## src/rtl/fifo_arb_pkg.sv

```systemverilog
// Shared defaults, credit type and index helper for the FIFO write-port arbiter.
package fifo_arb_pkg;

  localparam int unsigned NUM_REQ_DEF    = 4;
  localparam int unsigned DATA_W_DEF     = 16;
  localparam int unsigned FIFO_DEPTH_DEF = 8;

  // Widest requester vector the arbiter supports; onehot2idx works at this width.
  localparam int unsigned MAX_REQ   = 8;
  localparam int unsigned IDX_MAX_W = 3;

  typedef logic [$clog2(FIFO_DEPTH_DEF):0] credit_t;

  function automatic logic [IDX_MAX_W-1:0] onehot2idx(input logic [MAX_REQ-1:0] oh);
    logic [IDX_MAX_W-1:0] idx;
    idx = '0;
    for (int i = 0; i < MAX_REQ; i++) begin
      if (oh[i]) idx = idx | IDX_MAX_W'(i);
    end
    return idx;
  endfunction

endpackage

```

## src/rtl/rr_picker.sv

```systemverilog
// Combinational round-robin picker: first eligible index after last_grant, with wrap.
module rr_picker
  import fifo_arb_pkg::*;
#(
  parameter int unsigned  NUM_REQ = NUM_REQ_DEF,
  localparam int unsigned IDX_W   = $clog2(NUM_REQ)
) (
  input  logic [NUM_REQ-1:0] eligible_i,
  input  logic [IDX_W-1:0]   last_grant_i,
  output logic [NUM_REQ-1:0] winner_o,
  output logic               valid_o
);

  logic [IDX_W-1:0] w_idx;

  always_comb begin
    winner_o = '0;
    valid_o  = 1'b0;
    w_idx    = '0;
    for (int unsigned off = 1; off <= NUM_REQ; off++) begin
      w_idx = IDX_W'((32'(last_grant_i) + off) % NUM_REQ);
      if (!valid_o && eligible_i[w_idx]) begin
        winner_o[w_idx] = 1'b1;
        valid_o         = 1'b1;
      end
    end
  end

endmodule

```

## src/rtl/fifo_wr_arbiter.sv

```systemverilog
// Round-robin, credit-gated sharing of one FIFO write port with ack/overflow checking.
// Define FIFO_ARB_STATS_EN to add per-requester 16-bit saturating grant counters (stat_cnt_o).
module fifo_wr_arbiter
  import fifo_arb_pkg::*;
#(
  parameter int unsigned  NUM_REQ    = NUM_REQ_DEF,
  parameter int unsigned  DATA_W     = DATA_W_DEF,
  parameter int unsigned  FIFO_DEPTH = FIFO_DEPTH_DEF,
  localparam int unsigned CREDIT_W   = $clog2(FIFO_DEPTH) + 1,
  localparam int unsigned IDX_W      = $clog2(NUM_REQ)
) (
  input  logic                      clk,
  input  logic                      rst_n,
  input  logic                      arb_en,
  input  logic [NUM_REQ-1:0]        req_i,
  input  logic [NUM_REQ*DATA_W-1:0] req_data_i,
  output logic [NUM_REQ-1:0]        gnt_o,
  output logic                      fifo_wr_en_o,
  output logic [DATA_W-1:0]         fifo_data_o,
  input  logic                      fifo_rd_en_i,
  input  logic                      fifo_empty_i,
  input  logic                      fifo_wr_ack_i,
  input  logic                      fifo_overflow_i,
  output logic [CREDIT_W-1:0]       credit_o,
  output logic                      err_o
`ifdef FIFO_ARB_STATS_EN
  ,
  output logic [NUM_REQ*16-1:0]     stat_cnt_o
`endif
);

  logic [NUM_REQ-1:0]  r_gnt;
  logic                r_wr_en;
  logic [DATA_W-1:0]   r_data;
  logic [IDX_W-1:0]    r_last_grant;
  logic [CREDIT_W-1:0] r_credit;
  logic                r_exp_ack;
  logic                r_err;

  logic [NUM_REQ-1:0]  w_eligible;
  logic [NUM_REQ-1:0]  w_win_oh;
  logic                w_win_valid;
  logic [IDX_W-1:0]    w_win_idx;
  logic [DATA_W-1:0]   w_win_data;
  logic                w_rd;
  logic                w_issue;
  logic                w_rd_ovf;
  logic [CREDIT_W-1:0] w_credit_nxt;
  logic                w_err_nxt;

  // Mask the requester whose grant is visible so a held request is taken only once.
  assign w_eligible = req_i & ~r_gnt;

  rr_picker #(
    .NUM_REQ (NUM_REQ)
  ) u_rr_picker (
    .eligible_i   (w_eligible),
    .last_grant_i (r_last_grant),
    .winner_o     (w_win_oh),
    .valid_o      (w_win_valid)
  );

  assign w_win_idx = IDX_W'(onehot2idx(MAX_REQ'(w_win_oh)));
  assign w_rd      = fifo_rd_en_i & ~fifo_empty_i;
  assign w_issue   = arb_en & w_win_valid & (r_credit != '0);

  always_comb begin
    w_win_data = '0;
    for (int k = 0; k < NUM_REQ; k++) begin
      if (w_win_oh[k]) w_win_data = w_win_data | req_data_i[k*DATA_W +: DATA_W];
    end
  end

  // Credit is taken at issue, so an in-flight write already counts as occupied.
  always_comb begin
    w_credit_nxt = r_credit;
    w_rd_ovf     = 1'b0;
    if (w_issue && !w_rd) begin
      w_credit_nxt = r_credit - CREDIT_W'(1);
    end else if (w_rd && !w_issue) begin
      if (r_credit == CREDIT_W'(FIFO_DEPTH)) begin
        w_rd_ovf = 1'b1;
      end else begin
        w_credit_nxt = r_credit + CREDIT_W'(1);
      end
    end
  end

  assign w_err_nxt = r_err | w_rd_ovf | (fifo_wr_ack_i != r_exp_ack) | fifo_overflow_i;

  always_ff @(posedge clk or negedge rst_n) begin
    if (!rst_n) begin
      r_gnt        <= '0;
      r_wr_en      <= 1'b0;
      r_data       <= '0;
      r_last_grant <= IDX_W'(NUM_REQ - 1);
      r_credit     <= CREDIT_W'(FIFO_DEPTH);
      r_exp_ack    <= 1'b0;
      r_err        <= 1'b0;
    end else begin
      r_exp_ack <= r_wr_en;
      r_err     <= w_err_nxt;
      r_credit  <= w_credit_nxt;
      if (w_issue) begin
        r_gnt        <= w_win_oh;
        r_wr_en      <= 1'b1;
        r_data       <= w_win_data;
        r_last_grant <= w_win_idx;
      end else begin
        r_gnt   <= '0;
        r_wr_en <= 1'b0;
      end
    end
  end

  assign gnt_o        = r_gnt;
  assign fifo_wr_en_o = r_wr_en;
  assign fifo_data_o  = r_data;
  assign credit_o     = r_credit;
  assign err_o        = r_err;

`ifdef FIFO_ARB_STATS_EN
  for (genvar k = 0; k < NUM_REQ; k++) begin : g_stat
    logic [15:0] r_cnt;
    always_ff @(posedge clk or negedge rst_n) begin
      if (!rst_n) begin
        r_cnt <= '0;
      end else if (r_gnt[k] && (r_cnt != 16'hFFFF)) begin
        r_cnt <= r_cnt + 16'd1;
      end
    end
    assign stat_cnt_o[k*16 +: 16] = r_cnt;
  end
`endif

endmodule
```

## config.mk

```make
export PLATFORM = sky130hd
export DESIGN_NAME = fifo_wr_arbiter
export DESIGN_NICKNAME = d
export VERILOG_FILES = /design/src/rtl/fifo_arb_pkg.sv /design/src/rtl/rr_picker.sv /design/src/rtl/fifo_wr_arbiter.sv
export SDC_FILE = /design/constraint.sdc
export NUM_CORES = 1
export LEC_CHECK = 0
export ABC_AREA = 1
export CAP_MARGIN = 20
export CORE_MARGIN = 2
export CORE_UTILIZATION = 41
export DETAILED_ROUTE_END_ITERATION = 6
export PLACE_DENSITY = 0.81
export SYNTH_ARGS = -nofsm -noshare
export SYNTH_HDL_FRONTEND = slang
export SYNTH_SLANG_ARGS = --single-unit
```

## constraint.sdc

```tcl
create_clock -name clk -period 3.72 [get_ports clk]
set_input_delay 0.744 -clock clk [delete_from_list [all_inputs] [get_ports clk]]
set_output_delay 0.744 -clock clk [all_outputs]
set_load 0.02 [all_outputs]
```

==> impl_metrics.json, run 1 <==
{
  "synth.net_count": 391,
  "synth-seq-cells": 29,
  "post-route-util_pct": 64.3,
  "syn_area_per_cell_um2": 6.93,
  "place_inst": 468,
  "place.gp.congestion": 0.832,
  "fin_skew_ps": 4.00,
  "rows": 26,
  "tritoncts": "done",
  "cp_cell_sequence": "inv_2, ha_1, inv_1, nand3_2, nand2_4, nand2_2, nor2_4, nand2_1, nand2_2, inv_2, ha_1, ha_1, nand2_1, nor2_1, a211oi_1, a21oi_1, o21ai_0, xor2_1",
  "max_cap_viol_count": 0,
  "core_um2": 5040,
  "ir_drop_mv": 0.371,
  "dr.pass1.iters": 4,
  "final_cells": 476,
  "die_w_um": 75.7,
  "die_area_um2": 5730,
  "timing.final.crit_share_pct": 86.1,
  "drive_above_1_share_pct": 8.37,
  "drc": 0,
  "yosysSeqAreaShare_pct": 34.6,
  "wl_per_cell_um": 11.9,
  "top_layer": "met4",
  "critPathMaxStageDelay_ps": 630,
  "yosysTopAreaCellShare_pct": 30.9,
  "cts-root-buf": "clkbuf_8",
  "grt.overflow.total": 0,
  "met1_length_mm": 2.36,
  "slew_viol_final": 0,
  "postSynthCellCount": 304,
  "placedInstanceArea_um2": 3130,
  "fmax_ghz": 0.312,
  "cp_common_cell": "ha_1",
  "cts_hold_buf": 0,
  "cp.arrival_ps": 3410,
  "io_pins": 101,
  "clock-sinks": 29,
  "diodes": 0,
  "wl_mm": 5.68,
  "antenna_found_initial": 0,
  "vias": 2210,
  "cp-start-kind": "register",
  "synthToLayoutAreaGrowth_pct": 54.0,
  "post_cts_resized": 0,
  "worstPathMaxFanout": 9,
  "cts_buffers": 5,
  "mappedNetlistArea_um2": 2110,
  "grt_usage_pct": 21.4,
  "crit_type": "reg -> reg",
  "cp_data_required_time_ps": 3930,
  "cellPowerDensity_nw_per_um2": 904,
  "power_leakage_nw": 1.51,
  "final_common_cell": "nand2_1",
  "status": "finished, final reports clean",
  "final_cell_mix": "104 x nand2_1, 100 x clkdlybuf4s50_1, 59 x nor2_1, 31 x nand3_1, 26 x dfrtp_1",
  "route.met3.wl_um": 310,
  "grt_start_max_net_pins": 39,
  "path_clk_slew_ps": 70,
  "h-tree-depth": 2,
  "initial_core_util_pct": 41.8,
  "routed-wl-met2_mm": 2.89,
  "critPathCaptureType": "register",
  "worstMarginPinSlew_ps": 387,
  "grt_pass1_wl_mm": 9.28,
  "finalSetupViolations": 0,
  "postRouteAntennaNets": 0,
  "dieHeight_um": 75.7,
  "rsz0062_at_grt": "false",
  "final_net_count": 492,
  "hold_violations": 0,
  "avgViaCountPerCell": 4.64,
  "slowest_stage": "dfstp_2",
  "fin_tns_setup_ps": 0,
  "port_buffers": 100,
  "max_slew_margin_pct": 74.2,
  "postLayoutCellArea_um2": 3240,
  "yosysWarningCount": 0,
  "hpwl_mm": 4.39,
  "drt_iter0_markers": 92,
  "fillers": 454,
  "grt_pass1_vias": 2128,
  "hold_path_class": "reg -> reg",
  "fin_crit_ps": 3200,
  "synth_area_leaders": "dfrtp_1 31%, nand2_1 19%, nor2_1 11%",
  "yosysTopAreaCell": "dfrtp_1",
  "synth_cell_types": 26,
  "cts_setup_buffers": 0,
  "clkLatencyLatePin_ps": 270,
  "clock_path_buffers": 2
}
==> critical path, delay by kind of cell (launching register included) <==
family / cells / cell delay (ps)
AOI/OAI and AO/OA: 3 / 430
DFF: 1 / 630
and+or+nand+nor: 8 / 700
xor gates and xnor gates: 1 / 170
adders and majority gates: 3 / 920
buffers and inverters: 3 / 290
==> power by group <==
group / total (W) / internal [W] / leakage [nW] / switching [W]
clock network: 0.000339 / 0.000218 / 0.0585 / 0.000121
logic: 0.00199 / 0.000768 / 1.11 / 0.00122
registers: 0.000599 / 0.000490 / 0.340 / 0.000109
==> through the flow <==
step,power [W],hold WS [ps],setup WS (ps)
after floorplan,0.00206,448,572
after global placement,0.00257,360,552
after detailed placement,0.00261,362,482
after CTS,0.00296,377,548
after global routing,0.00323,405,299
final,0.00293,377,518
==> flip-flops by register name (all words and copies together) (netlist names) <==
name          cells
r_exp_ack         1
fifo_data_o      16
fifo_wr_en_o      1
credit_o          4
err_o             1
gnt_o             4
r_last_grant      2
==> final cells by class <==
type	instances	area [µm²]	area share, %
Clock inverter	1	30.0	0.926
Timing Repair Buffer	102	1020	31.3
Tap cell	70	87.6	2.70
Inverter	28	105	3.24
Clock buffer	7	86.3	2.66
Sequential cell	29	729	22.5
Multi-Input combinational cell	239	1190	36.6
==> path summary, 6_finish.rpt <==
check / startpoint / to / slack (ps) / depth (start not counted)
min in group asynchronous: rst_n / fifo_wr_en_o$_DFF_PN0_ / 850 / 2
max in group asynchronous: rst_n / r_last_grant[0]$_DFFE_PN1N_ / 2560 / 2
worst min-delay path: fifo_wr_en_o$_DFF_PN0_ / r_exp_ack$_DFF_PN0_ / 380 / 0
worst min register to register: fifo_wr_en_o$_DFF_PN0_ / r_exp_ack$_DFF_PN0_ / 380 / 0
worst max-delay path: r_last_grant[0]$_DFFE_PN1N_ / credit_o[3]$_DFFE_PN1P_ / 520 / 18
worst max register to register: r_last_grant[0]$_DFFE_PN1N_ / credit_o[3]$_DFFE_PN1P_ / 520 / 18
==> synth_stat cells, drive strengths merged <==
cell / instances
o211ai: 2
xor2: 3
dfrtp: 26
nor2: 61
dfstp: 3
nand3: 37
a2111o: 1
buf: 8
a211oi: 1
fa: 1
ha: 11
o21ai: 5
a21oi: 2
xnor2: 1
inv: 28
a31oi: 1
nand2: 112
nand4: 1
==> cells by family (layout without fill, tap and decap cells) <==
kind of cell / Yosys count / in the layout / share of synthesized area, %
buffers and inverters: 36 / 138 / 8.97
AO/OA/AOI/OAI: 12 / 12 / 4.22
adder cells (fa/ha/maj): 12 / 12 / 7.49
AND/OR/NAND/NOR: 211 / 211 / 43.0
XOR/XNOR: 4 / 4 / 1.66
flip-flops: 29 / 29 / 34.6
==> per-layer routing <==
metal	vias up	global-route usage, %
met4	0	8.38
met3	10	6.08
li1	1147	-
met2	66	36.0
met5	-	0
met1	987	26.0
Note: power is estimated with default switching activity, not from simulation.
==> run 2: changes to the inputs <==
--- a/config.mk
+++ b/config.mk
@@ -11,6 +11,8 @@
 export CORE_UTILIZATION = 41
 export DETAILED_ROUTE_END_ITERATION = 6
 export PLACE_DENSITY = 0.81
+export SKIP_LAST_GASP = 1
 export SYNTH_ARGS = -nofsm -noshare
 export SYNTH_HDL_FRONTEND = slang
 export SYNTH_SLANG_ARGS = --single-unit
+export TNS_END_PERCENT = 100
==> results of run 2 <==
Same layout as run 1: the final DEF is identical, and so are final timing and power.
